**src/rtl/sd_emmc_oddr_tx.sv**
```systemverilog
// rtl/sd_emmc_oddr_tx.sv - eMMC DDR52 8-bit write-data framer feeding an ODDR cell (q1 rising, q2 falling).
// Optional macro SD_EMMC_ODDR_CRC_ERR_INJ_EN adds i_crc_err_inj to corrupt the last rising CRC bit of DAT0.
module sd_emmc_oddr_tx #(
  parameter int         BLK_WORDS_W = 9,
  parameter logic [7:0] IDLE_LEVEL  = 8'hFF
) (
  input  logic                   clock,
  input  logic                   reset,
  input  logic                   i_start,
  input  logic                   i_abort,
  input  logic [BLK_WORDS_W-1:0] i_blk_words,
`ifdef SD_EMMC_ODDR_CRC_ERR_INJ_EN
  input  logic                   i_crc_err_inj,
`endif
  input  logic [15:0]            i_data_in,
  input  logic                   i_data_valid,
  output logic                   o_data_ready,
  output logic [7:0]             o_dat_q1,
  output logic [7:0]             o_dat_q2,
  output logic                   o_dat_oe,
  output logic                   o_clk_stall,
  output logic                   o_busy,
  output logic                   o_done
);

  typedef enum logic [2:0] {
    S_IDLE  = 3'd0,
    S_PRE   = 3'd1,
    S_START = 3'd2,
    S_DATA  = 3'd3,
    S_CRC   = 3'd4,
    S_END   = 3'd5
  } state_t;

  localparam logic [BLK_WORDS_W-1:0] REM_ONE  = BLK_WORDS_W'(1);
  localparam logic [BLK_WORDS_W-1:0] REM_ZERO = '0;

  state_t                 r_state;
  logic [BLK_WORDS_W-1:0] r_rem;
  logic [3:0]             r_k;
  logic [7:0]             r_q1;
  logic [7:0]             r_q2;
  logic                   r_oe;
  logic                   r_busy;
  logic                   r_done;
  logic [15:0]            r_crc_r [8];
  logic [15:0]            r_crc_f [8];
  logic [15:0]            w_crc_r_nxt [8];
  logic [15:0]            w_crc_f_nxt [8];
  logic [7:0]             w_msb_r;
  logic [7:0]             w_msb_f;
  logic                   w_data_ready;
  logic                   w_accept;
  logic                   w_flip;

  // Serial CRC16-CCITT step, one DAT bit per emitted word.
  function automatic logic [15:0] crc16_step(input logic [15:0] c, input logic b);
    crc16_step = {c[14:0], 1'b0} ^ ((c[15] ^ b) ? 16'h1021 : 16'h0000);
  endfunction

  assign w_data_ready = (r_state == S_START) || ((r_state == S_DATA) && (r_rem > REM_ONE));
  assign w_accept     = w_data_ready && i_data_valid;
  assign o_data_ready = w_data_ready;
  assign o_clk_stall  = w_data_ready && !i_data_valid;
  assign o_dat_q1     = r_q1;
  assign o_dat_q2     = r_q2;
  assign o_dat_oe     = r_oe;
  assign o_busy       = r_busy;
  assign o_done       = r_done;

  always_comb begin
    w_msb_r = 8'h00;
    w_msb_f = 8'h00;
    for (int i = 0; i < 8; i++) begin
      w_crc_r_nxt[i] = crc16_step(r_crc_r[i], i_data_in[i]);
      w_crc_f_nxt[i] = crc16_step(r_crc_f[i], i_data_in[8+i]);
      w_msb_r[i]     = r_crc_r[i][15];
      w_msb_f[i]     = r_crc_f[i][15];
    end
  end

`ifdef SD_EMMC_ODDR_CRC_ERR_INJ_EN
  logic r_inj;
  // r_k==14 in CRC means the bit about to be emitted is k=15 (shift register leads the counter).
  assign w_flip = r_inj && (r_state == S_CRC) && (r_k == 4'd14);
`else
  assign w_flip = 1'b0;
`endif

  always_ff @(posedge clock or posedge reset) begin
    if (reset) begin
      r_state <= S_IDLE;
      r_rem   <= REM_ZERO;
      r_k     <= 4'd0;
      r_q1    <= IDLE_LEVEL;
      r_q2    <= IDLE_LEVEL;
      r_oe    <= 1'b0;
      r_busy  <= 1'b0;
      r_done  <= 1'b0;
      for (int i = 0; i < 8; i++) begin
        r_crc_r[i] <= 16'h0000;
        r_crc_f[i] <= 16'h0000;
      end
`ifdef SD_EMMC_ODDR_CRC_ERR_INJ_EN
      r_inj   <= 1'b0;
`endif
    end else begin
      r_done <= 1'b0;
      if (i_abort) begin
        r_state <= S_IDLE;
        r_q1    <= IDLE_LEVEL;
        r_q2    <= IDLE_LEVEL;
        r_oe    <= 1'b0;
        r_busy  <= 1'b0;
      end else begin
        case (r_state)
          S_IDLE: begin
            if (i_start && (i_blk_words != REM_ZERO)) begin
              r_state <= S_PRE;
              r_rem   <= i_blk_words;
              r_k     <= 4'd0;
              r_q1    <= 8'hFF;
              r_q2    <= 8'hFF;
              r_oe    <= 1'b1;
              r_busy  <= 1'b1;
              for (int i = 0; i < 8; i++) begin
                r_crc_r[i] <= 16'h0000;
                r_crc_f[i] <= 16'h0000;
              end
`ifdef SD_EMMC_ODDR_CRC_ERR_INJ_EN
              r_inj   <= i_crc_err_inj;
`endif
            end
          end
          S_PRE: begin
            r_state <= S_START;
            r_q1    <= 8'h00;
            r_q2    <= 8'h00;
          end
          S_START: begin
            if (w_accept) begin
              r_state <= S_DATA;
              r_q1    <= i_data_in[7:0];
              r_q2    <= i_data_in[15:8];
              for (int i = 0; i < 8; i++) begin
                r_crc_r[i] <= w_crc_r_nxt[i];
                r_crc_f[i] <= w_crc_f_nxt[i];
              end
            end
          end
          S_DATA: begin
            if (r_rem == REM_ONE) begin
              // Last word already folded into the CRCs at its accept edge; start shifting them out.
              r_state <= S_CRC;
              r_k     <= 4'd0;
              r_q1    <= w_msb_r;
              r_q2    <= w_msb_f;
              for (int i = 0; i < 8; i++) begin
                r_crc_r[i] <= {r_crc_r[i][14:0], 1'b0};
                r_crc_f[i] <= {r_crc_f[i][14:0], 1'b0};
              end
            end else if (w_accept) begin
              r_rem <= r_rem - REM_ONE;
              r_q1  <= i_data_in[7:0];
              r_q2  <= i_data_in[15:8];
              for (int i = 0; i < 8; i++) begin
                r_crc_r[i] <= w_crc_r_nxt[i];
                r_crc_f[i] <= w_crc_f_nxt[i];
              end
            end
          end
          S_CRC: begin
            if (r_k == 4'd15) begin
              r_state <= S_END;
              r_q1    <= 8'hFF;
              r_q2    <= 8'hFF;
            end else begin
              r_k  <= r_k + 4'd1;
              r_q1 <= w_msb_r ^ {7'b0, w_flip};
              r_q2 <= w_msb_f;
              for (int i = 0; i < 8; i++) begin
                r_crc_r[i] <= {r_crc_r[i][14:0], 1'b0};
                r_crc_f[i] <= {r_crc_f[i][14:0], 1'b0};
              end
            end
          end
          S_END: begin
            r_state <= S_IDLE;
            r_q1    <= IDLE_LEVEL;
            r_q2    <= IDLE_LEVEL;
            r_oe    <= 1'b0;
            r_busy  <= 1'b0;
            r_done  <= 1'b1;
          end
          default: begin
            r_state <= S_IDLE;
            r_q1    <= IDLE_LEVEL;
            r_q2    <= IDLE_LEVEL;
            r_oe    <= 1'b0;
            r_busy  <= 1'b0;
          end
        endcase
      end
    end
  end

endmodule
```
**config.mk**
```make
export PLATFORM = sky130hd
export DESIGN_NAME = sd_emmc_oddr_tx
export DESIGN_NICKNAME = d
export VERILOG_FILES = /design/src/rtl/sd_emmc_oddr_tx.sv
export SDC_FILE = /design/constraint.sdc
export NUM_CORES = 1
export LEC_CHECK = 0
export ABC_AREA = 1
export BUFFER_PORTS_ARGS = -buffer_cell sky130_fd_sc_hd__buf_4
export CAP_MARGIN = 20
export CORE_MARGIN = 5
export CORE_UTILIZATION = 25
export CTS_BUF_LIST = sky130_fd_sc_hd__clkbuf_8 sky130_fd_sc_hd__clkbuf_16
export DETAILED_ROUTE_END_ITERATION = 6
export PLACE_DENSITY = 0.44
export SYNTH_ARGS = -nofsm -noshare
export SYNTH_HDL_FRONTEND = slang
export SYNTH_SLANG_ARGS = --single-unit
```
**constraint.sdc**
```tcl
create_clock -name clock -period 13 [get_ports clock]
set_input_delay 2.6 -clock clock [delete_from_list [all_inputs] [get_ports clock]]
set_output_delay 2.6 -clock clock [all_outputs]
set_load 0.005 [all_outputs]
```
==> results.cfg, run 1 <==
[setup_path]
critical_path_fanouts_max = 84
worst_ep_required_ns = 10.40
cp.arrival_ns = 3.54
timing_worst_setup_path_type = flip-flop to output pin
timing.critical_path.to_type = output pin
crit_path_start_kind = flip-flop

[pwr]
power_density_nw_per_um2 = 167
leak_pwr_uw = 0.0100
fin_total_pwr_uw = 3080
irDropWorstVdd_v = 0.000150

[logic_synthesis]
synth.top_cell.area_share_pct = 41.6
synth_common_cells = nand2_1, dfrtp_1, nand3_1
ys_seq_area_share_pct = 44.1
ys_top_cells_by_area = dfrtp_1, nand2_1, nand3_1
synth.largest_area_cell = dfrtp_1
syn-cell-area_um2 = 16500
post_synth_inst_count = 2471
netlist_cell_types = 32
post-synth-top-count-cell = nand2_1
synth_edf_count = 0
async_flop_share_pct = 100
syn-mean-instance-area_um2 = 6.67
synth.yosys.warnings = 0
synth.net_count = 2504
most_frequently_used_flop_master_after_synthesis = dfrtp_1
postSynthRegisterBits = 290

[layout]
sequential_cell_area_um2 = 7280
nets = 2451
num_antenna_cells = 0
fillerInstances = 7206
layout.cell_area.non_filler_um2 = 18400
fraction_of_layout_cells_with_a_size_suffix_above_1_pct = 6.75
area_of_the_multi_input_gates_um2 = 7830
layout-area-overhead-vs-synth_pct = 11.7
final_core_util_pct = 28.1

[timing]
slew_headroom_pct = 25.1
finalMaxSlewViolations = 0
setup_tns_ns = 0
max_slew.worst_pin.slew_ns = 1.12
highest_clock_rate_mhz = 163
timing.final.crit_share_pct = 47.2
finClkSkew_ns = 0.0127
rsz_0062_raised_after_global_routing = no
min_period_ns = 6.14
report.final.hold_viol_count = 0
setup_viol = 0

[clock_tree]
clock_tree.buffer_depth = 3
clk_pin_slew_worst_paths_ns = 0.06
worstSkewPairLatency_ns = 0.54
cts_tree = built
post_cts_buffers = 0
cts_htree_levels = 2
post_cts.resized_instances = 0
tritoncts.num_buffers = 36
cts_num_sinks = 290
cts_root_buf = clkbuf_16
cts_hold_repair.buffers = 0

[detailed_routing]
highest_routed_metal_layer = met4
route.detailed.drc = 0
num_vias = 15000
antenna_violating_nets_post_route = 0
wl_met1_um = 22100
drt_first_pass_iters = 6
met2_length_um = 20600
drt_iter0_drc = 1053
avgViaCountPerCell = 4.55
wire_length_per_cell_um = 13.7
overall_routed_net_length_um = 45400
met3RoutedLength_um = 1820

[placement]
area_post_placement_um2 = 17200
hpwl_um = 23600
io_buffers = 50
gp_weighted_congestion = 0.731

[floorplan]
die_area_um2 = 71200
top_level_ports = 51
die-width_um = 267
die-height_um = 267
coreArea_um2 = 65600
floorplan.rows = 94
initial_core_util_pct = 25.1

[global_route]
antenna_found_initial = 1
grt_pass1_wl_um = 76300
overflow = 0
first_global_vias = 14500
grt_start_max_net_pins = 191
grt_util_all_layers_pct = 12.8

[worst_hold_path]
hold_path_class = flip-flop to flip-flop

[run_status]
outcome = complete, no violations

[job]
max-cap-violations = 0
critical path, cell delays in order, from the launching register on:
cell and delay, ns:
dfrtp_1 0.44, ha_1 0.22, nand2_1 0.06, nor2_1 0.04, nand2_1 0.18, nand2_1 0.15, nand2_4 0.60, buf_4 0.86
nand2_1 0.15, nor2_1 0.13, buf_4 0.12
cell type report:
cell class	instances	area share, %
repair buffers	67	2.98
inverters	138	2.89
well taps	864	5.87
clock buffers	43	5.47
clock inverters	20	0.768
flip-flops and latches	290	39.5
multi-input cells	1885	42.5
kinds of logic after synthesis:
logic type / after synthesis / share of synthesized area, %
compound gates: 136 / 4.18
xor+xnor: 1 / 0.0531
fa+ha+maj: 3 / 0.228
buf+inv: 296 / 8.60
flops: 290 / 44.1
mux: 1 / 0.0607
simple gates: 1744 / 42.7
routing by layer:
| metal | track usage (%) | vias up |
|---|---|---|
| met5 | 0 | - |
| met4 | 3.43 | 0 |
| met3 | 1.82 | 58 |
| met2 | 21.1 | 238 |
| met1 | 17.6 | 7166 |
| li1 | - | 7577 |
final timing paths:
check	from	end	slack (ns)	cells after the start
worst max-delay path	r_rem[0]	o_clk_stall	6.86	10
worst min-delay path	o_dat_q1[5]	o_dat_q1[5]	0.49	2
worst max register to register	r_rem[0]	r_crc_f[123]	8.25	13
worst min register to register	o_dat_q1[5]	o_dat_q1[5]	0.49	2
max in group asynchronous	reset	r_crc_f[43]	8.63	4
min in group asynchronous	reset	r_crc_r[40]	2.18	2
cells in the final DEF, fill, tap and decap left out:
| master | count |
|---|---|
| nand2_1 | 1368 |
| dfrtp_1 | 274 |
| nand3_1 | 265 |
| inv_1 | 135 |
| o21ai_0 | 84 |
| buf_4 | 64 |
| nor2_1 | 55 |
| nand4_1 | 37 |
| clkbuf_16 | 37 |
| a21oi_1 | 33 |
| dfstp_2 | 16 |
| o21ai_1 | 15 |
| inv_2 | 10 |
| clkinv_2 | 8 |
| clkbuf_8 | 6 |
| nand2_2 | 3 |
| or2_2 | 3 |
| nor3_1 | 3 |
| ha_1 | 3 |
| nor2_2 | 2 |
| nand3_4 | 2 |
| inv_8 | 2 |
| a31oi_1 | 2 |
| bufinv_16 | 2 |
| buf_12 | 2 |
| nor2_4 | 1 |
| nand2_4 | 1 |
| nand3_2 | 1 |
| o21ai_4 | 1 |
| nor2_8 | 1 |
| nand2_8 | 1 |
| or3_1 | 1 |
| mux2i_1 | 1 |
| xor2_1 | 1 |
| o31ai_1 | 1 |
| clkinvlp_4 | 1 |
| buf_16 | 1 |
state kept, by name, summed over array words and instances (netlist names):
signal    cells
r_state       3
o_dat_q1      8
r_rem         9
r_crc_r     128
o_busy        1
r_k           4
o_dat_q2      8
o_done        1
r_crc_f     128
metrics by stage:
step                      setup slack [ns]  cells  hold WS (ns)
after floorplan                       2.42   2471         0.471
after global placement                6.89   3243         0.480
after detailed placement              6.82   3243         0.487
after CTS                             6.78   3306         0.496
after global routing                  6.45   3307         0.511
final                                 6.86   3307         0.492
power breakdown:
part / internal, uW / switching [uW]
logic: 218 / 778
registers: 1020 / 74.7
clock network: 588 / 402
total: 1830 / 1250
Power figures use the tool's default switching activity.
==> inputs of run 2 (changes only) <==
- PLACE_DENSITY: 0.44 -> 0.45
- clock period: 13 -> 5.54 ns (I/O delays scaled with it)
==> results.cfg, run 2 (same netlist as run 1, synthesis figures left out) <==
[detailed_routing]
num_vias = 14900
route.detailed.drc = 0
wire_length_per_cell_um = 13.7
antenna_violating_nets_post_route = 0
drt_iter0_drc = 1146
avgViaCountPerCell = 4.51
drt_first_pass_iters = 5
overall_routed_net_length_um = 45500

[floorplan]
top_level_ports = 51
coreArea_um2 = 65600
initial_core_util_pct = 25.1
floorplan.rows = 94
die-width_um = 267
die_area_um2 = 71200
die-height_um = 267

[global_route]
first_global_vias = 14400
grt_pass1_wl_um = 75300
grt_start_max_net_pins = 203
overflow = 0
grt_util_all_layers_pct = 12.6
antenna_found_initial = 1

[timing]
tightest_hold_margin_ns = 0.492
min_period_ns = 3.76
report.final.hold_viol_count = 0
highest_clock_rate_mhz = 266
setup_tns_ns = 0
slew_headroom_pct = 25.3
timing.final.crit_share_pct = 67.9
finClkSkew_ns = 0.0101
rsz_0062_raised_after_global_routing = no
finalMaxSlewViolations = 0
max_slew.worst_pin.slew_ns = 1.12
setup_viol = 0

[layout]
num_antenna_cells = 0
most_common_cell_after_layout_fill_and_taps_aside = nand2_1
layout-area-overhead-vs-synth_pct = 12.3
fillerInstances = 7150
top_regs = r_crc_f x128, r_crc_r x128, r_rem x9
fraction_of_layout_cells_with_a_size_suffix_above_1_pct = 6.82
nets = 2457
most_used_cells_in_the_layout_excluding_fill_and_tap_cells = nand2_1, dfrtp_1, nand3_1, inv_1, o21ai_0

[job]
max-cap-violations = 0

[placement]
io_buffers = 50
gp_weighted_congestion = 0.743
hpwl_um = 23700

[pwr]
power_density_nw_per_um2 = 393
leak_pwr_uw = 0.0101
irDropWorstVdd_v = 0.000468

[setup_path]
critical_path_fanouts_max = 202
r2r_start = r_rem[0]
cp.arrival_ns = 4.21
crit_path_start_kind = flip-flop
worst_ep_required_ns = 5.99
reg2reg_depth = 11
reg2reg_setup_slack_ns = 1.78
worst_r2r_endpoint = r_crc_f[112]
timing_worst_setup_path_type = flip-flop to flip-flop
timing.critical_path.to_type = flip-flop

[clock_tree]
post_cts.resized_instances = 0
cts_hold_repair.buffers = 0
cts_tree = built
clock_tree.buffer_depth = 3
clk_pin_slew_worst_paths_ns = 0.06
cts_htree_levels = 2
worstSkewPairLatency_ns = 0.54
cts_root_buf = clkbuf_16
tritoncts.num_buffers = 37
post_cts_buffers = 0
cts_num_sinks = 290

[worst_hold_path]
hold_depth = 2
min_to = o_dat_q1[5]
hold_path_class = flip-flop to flip-flop
hold_path_startpoint = o_dat_q1[5]

[run_status]
outcome = complete, no violations
[run 2: where the power goes]
part,internal (uW),switching [uW]
registers,2400,175
clock network,1400,940
logic,534,1830
[run 2: critical path: stages (launching register included)]
cell     delay (ns)
dfrtp_1        0.44
ha_1           0.22
nand2_1        0.06
nor2_1         0.04
nand2_1        0.16
nand2_1        0.14
nand2_4        0.41
nand3_4        0.52
buf_12         0.44
nor2_8         0.66
nand2_1        0.12
a21oi_1        0.16
[run 2: cell type report]
class                           instances  area [um^2]  area share (%)
Sequential cell                       290         7280            39.3
Clock buffer                           48         1080            5.82
Clock inverter                         15         86.3           0.466
Tap cell                              864         1080            5.84
Inverter                              138          529            2.86
Timing Repair Buffer                   72          628            3.39
Multi-Input combinational cell       1885         7830            42.3
[run 2: stage by stage]
stage,instances,setup slack (ns),utilization [%],area (um^2),power [uW]
floorplan,2471,0.598,-,16500,4370
CTS,3312,1.70,28.2,18500,7430
global route,3312,1.32,28.2,18500,7770
detailed placement,3249,1.59,26.4,17300,5020
finish,3312,1.78,28.2,18500,7280
global placement,3249,1.61,26.4,17300,5000
[run 2: worst max-delay path by stage]
stage | startpoint | end | cells after the start
after floorplan | reset | o_busy | 1
after global placement | i_blk_words[3] | r_crc_f[79] | 9
after detailed placement | i_blk_words[3] | r_crc_f[79] | 9
after CTS | r_rem[1] | r_crc_r[108] | 15
after global routing | r_rem[1] | r_crc_r[116] | 14
final | r_rem[0] | r_crc_f[112] | 11
[run 2: layer usage]
metal  vias up  global-route usage, %  share of wire [%]
li1       7583                      -                  -
met1      7050                   17.6                 49
met2       255                   20.7                 45
met3        54                   1.78                3.8
met4         0                   3.46                1.9
met5         -                      0                  0
==> inputs of run 3 (changes only) <==
- PLACE_DENSITY: 0.45 -> 0.44
- clock period: 5.54 -> 3.93 ns (I/O delays scaled with it)
==> results.cfg, run 3 (same netlist as run 1, synthesis figures left out) <==
[detailed_routing]
num_vias = 15000
avgViaCountPerCell = 4.51
overall_routed_net_length_um = 45900
drt_first_pass_iters = 5
drt_iter0_drc = 1164
antenna_violating_nets_post_route = 0
wire_length_per_cell_um = 13.8
route.detailed.drc = 0

[timing]
timing.final.crit_share_pct = 75.9
min_period_ns = 2.98
setup_slack_ns = 0.948
slew_headroom_pct = 28.1
finalMaxSlewViolations = 0
rsz_0062_raised_after_global_routing = no
finClkSkew_ns = 0.0129
setup_viol = 0
highest_clock_rate_mhz = 335
tightest_hold_margin_ns = 0.348
report.final.hold_viol_count = 0
setup_tns_ns = 0
max_slew.worst_pin.slew_ns = 1.08

[placement]
hpwl_um = 24200
io_buffers = 50
placement.setup.worst_slack_ns = 0.895
gp_weighted_congestion = 0.746

[setup_path]
worst_ep_required_ns = 3.14
timing_worst_setup_path_type = flip-flop to output pin
reg2reg_setup_slack_ns = 1.08
worst_r2r_endpoint = r_crc_r[44]
crit_path_start_kind = flip-flop
timing.critical_path.to_type = output pin
cp.arrival_ns = 2.20
r2r_start = r_rem[0]
reg2reg_depth = 12
critical_path_fanouts_max = 11

[clock_tree]
post_cts.resized_instances = 0
cts_hold_repair.buffers = 0
cts_num_sinks = 290
cts_root_buf = clkbuf_16
post_cts_buffers = 0
clk_pin_slew_worst_paths_ns = 0.06
cts_tree = built
clock_tree.buffer_depth = 3
tritoncts.num_buffers = 39
cts_htree_levels = 2
worstSkewPairLatency_ns = 0.55

[layout]
final_core_util_pct = 28.5
fillerInstances = 7111
area_of_the_multi_input_gates_um2 = 7830
nets = 2469
sequential_cell_area_um2 = 7280
top_regs = r_crc_f x128, r_crc_r x128, r_rem x9
fraction_of_layout_cells_with_a_size_suffix_above_1_pct = 7.39
most_used_cells_in_the_layout_excluding_fill_and_tap_cells = nand2_1, dfrtp_1, nand3_1, inv_1, o21ai_0
layout-area-overhead-vs-synth_pct = 13.5
most_common_cell_after_layout_fill_and_taps_aside = nand2_1
num_antenna_cells = 0

[pwr]
irDropWorstVdd_v = 0.000487
leak_pwr_uw = 0.0102
power_density_nw_per_um2 = 561

[job]
max-cap-violations = 0

[floorplan]
coreArea_um2 = 65600
floorplan.rows = 94
initial_core_util_pct = 25.1
die_area_um2 = 71200
die-width_um = 267
die-height_um = 267
top_level_ports = 51

[global_route]
grt_pass1_wl_um = 77400
grt_start_max_net_pins = 221
first_global_vias = 14500
antenna_found_initial = 1
grt_util_all_layers_pct = 13.0
overflow = 0

[run_status]
outcome = complete, no violations

[worst_hold_path]
hold_path_class = input pin to async pin
run 3: changes by cell type in the layout (fill, tap and decap cells not counted):
| cell | change |
|---|---|
| nand2_1 | -1 |
| clkbuf_16 | +4 |
| buf_4 | +6 |
| nand2_2 | +1 |
| clkbuf_8 | -3 |
| inv_1 | +2 |
| clkinv_4 | +1 |
| buf_12 | +4 |
| clkinv_2 | +2 |
run 3: stage by stage:
| step | instance area [um^2] | power (uW) | instances |
|---|---|---|---|
| floorplan | 16500 | 6170 | 2471 |
| global placement | 17500 | 7140 | 3259 |
| detailed placement | 17500 | 7160 | 3259 |
| CTS | 18700 | 10700 | 3328 |
| global route | 18700 | 11200 | 3328 |
| finish | 18700 | 10500 | 3328 |
run 3: how the worst max path moves through the flow:
stage,start,end,slack [ns],depth (start not counted)
after CTS,r_rem[0],o_clk_stall,0.87,9
after global routing,r_rem[0],o_clk_stall,0.73,9
after global placement,i_blk_words[3],r_crc_f[101],0.93,10
after floorplan,reset,o_busy,-0.69,1
after detailed placement,i_blk_words[3],r_crc_f[49],0.89,10
final,r_rem[0],o_clk_stall,0.95,9
run 3: per-layer routing:
layer | wire [um] | up-vias | share of wire (%) | track usage (%)
li1 | - | 7617 | - | -
met1 | 23000 | 7134 | 50 | 18.4
met2 | 20400 | 224 | 45 | 20.9
met3 | 1810 | 47 | 3.9 | 2.29
met4 | 635 | 0 | 1.4 | 2.69
met5 | 0 | - | 0 | 0
run 3: where the power goes:
group	switching [uW]	internal, uW
Sequential	257	3380
Clock	1390	2090
Combinational	2570	812
run 3: cell type report:
type | instances | area share (%)
clock buffers | 49 | 6.07
clock inverters | 20 | 0.602
inverters | 138 | 2.83
multi-input cells | 1885 | 41.8
flip-flops and latches | 290 | 38.9
well taps | 864 | 5.77
repair buffers | 82 | 4.02
run 3: worst max-delay path: stages, from the launching register on:
cell and delay, ns:
dfrtp_1 0.44, ha_1 0.23, nand2_1 0.06, nor2_1 0.04
nand2_1 0.18, nand2_1 0.16, nand2_4 0.19, nand2_1 0.11
nor2_1 0.11, buf_4 0.12
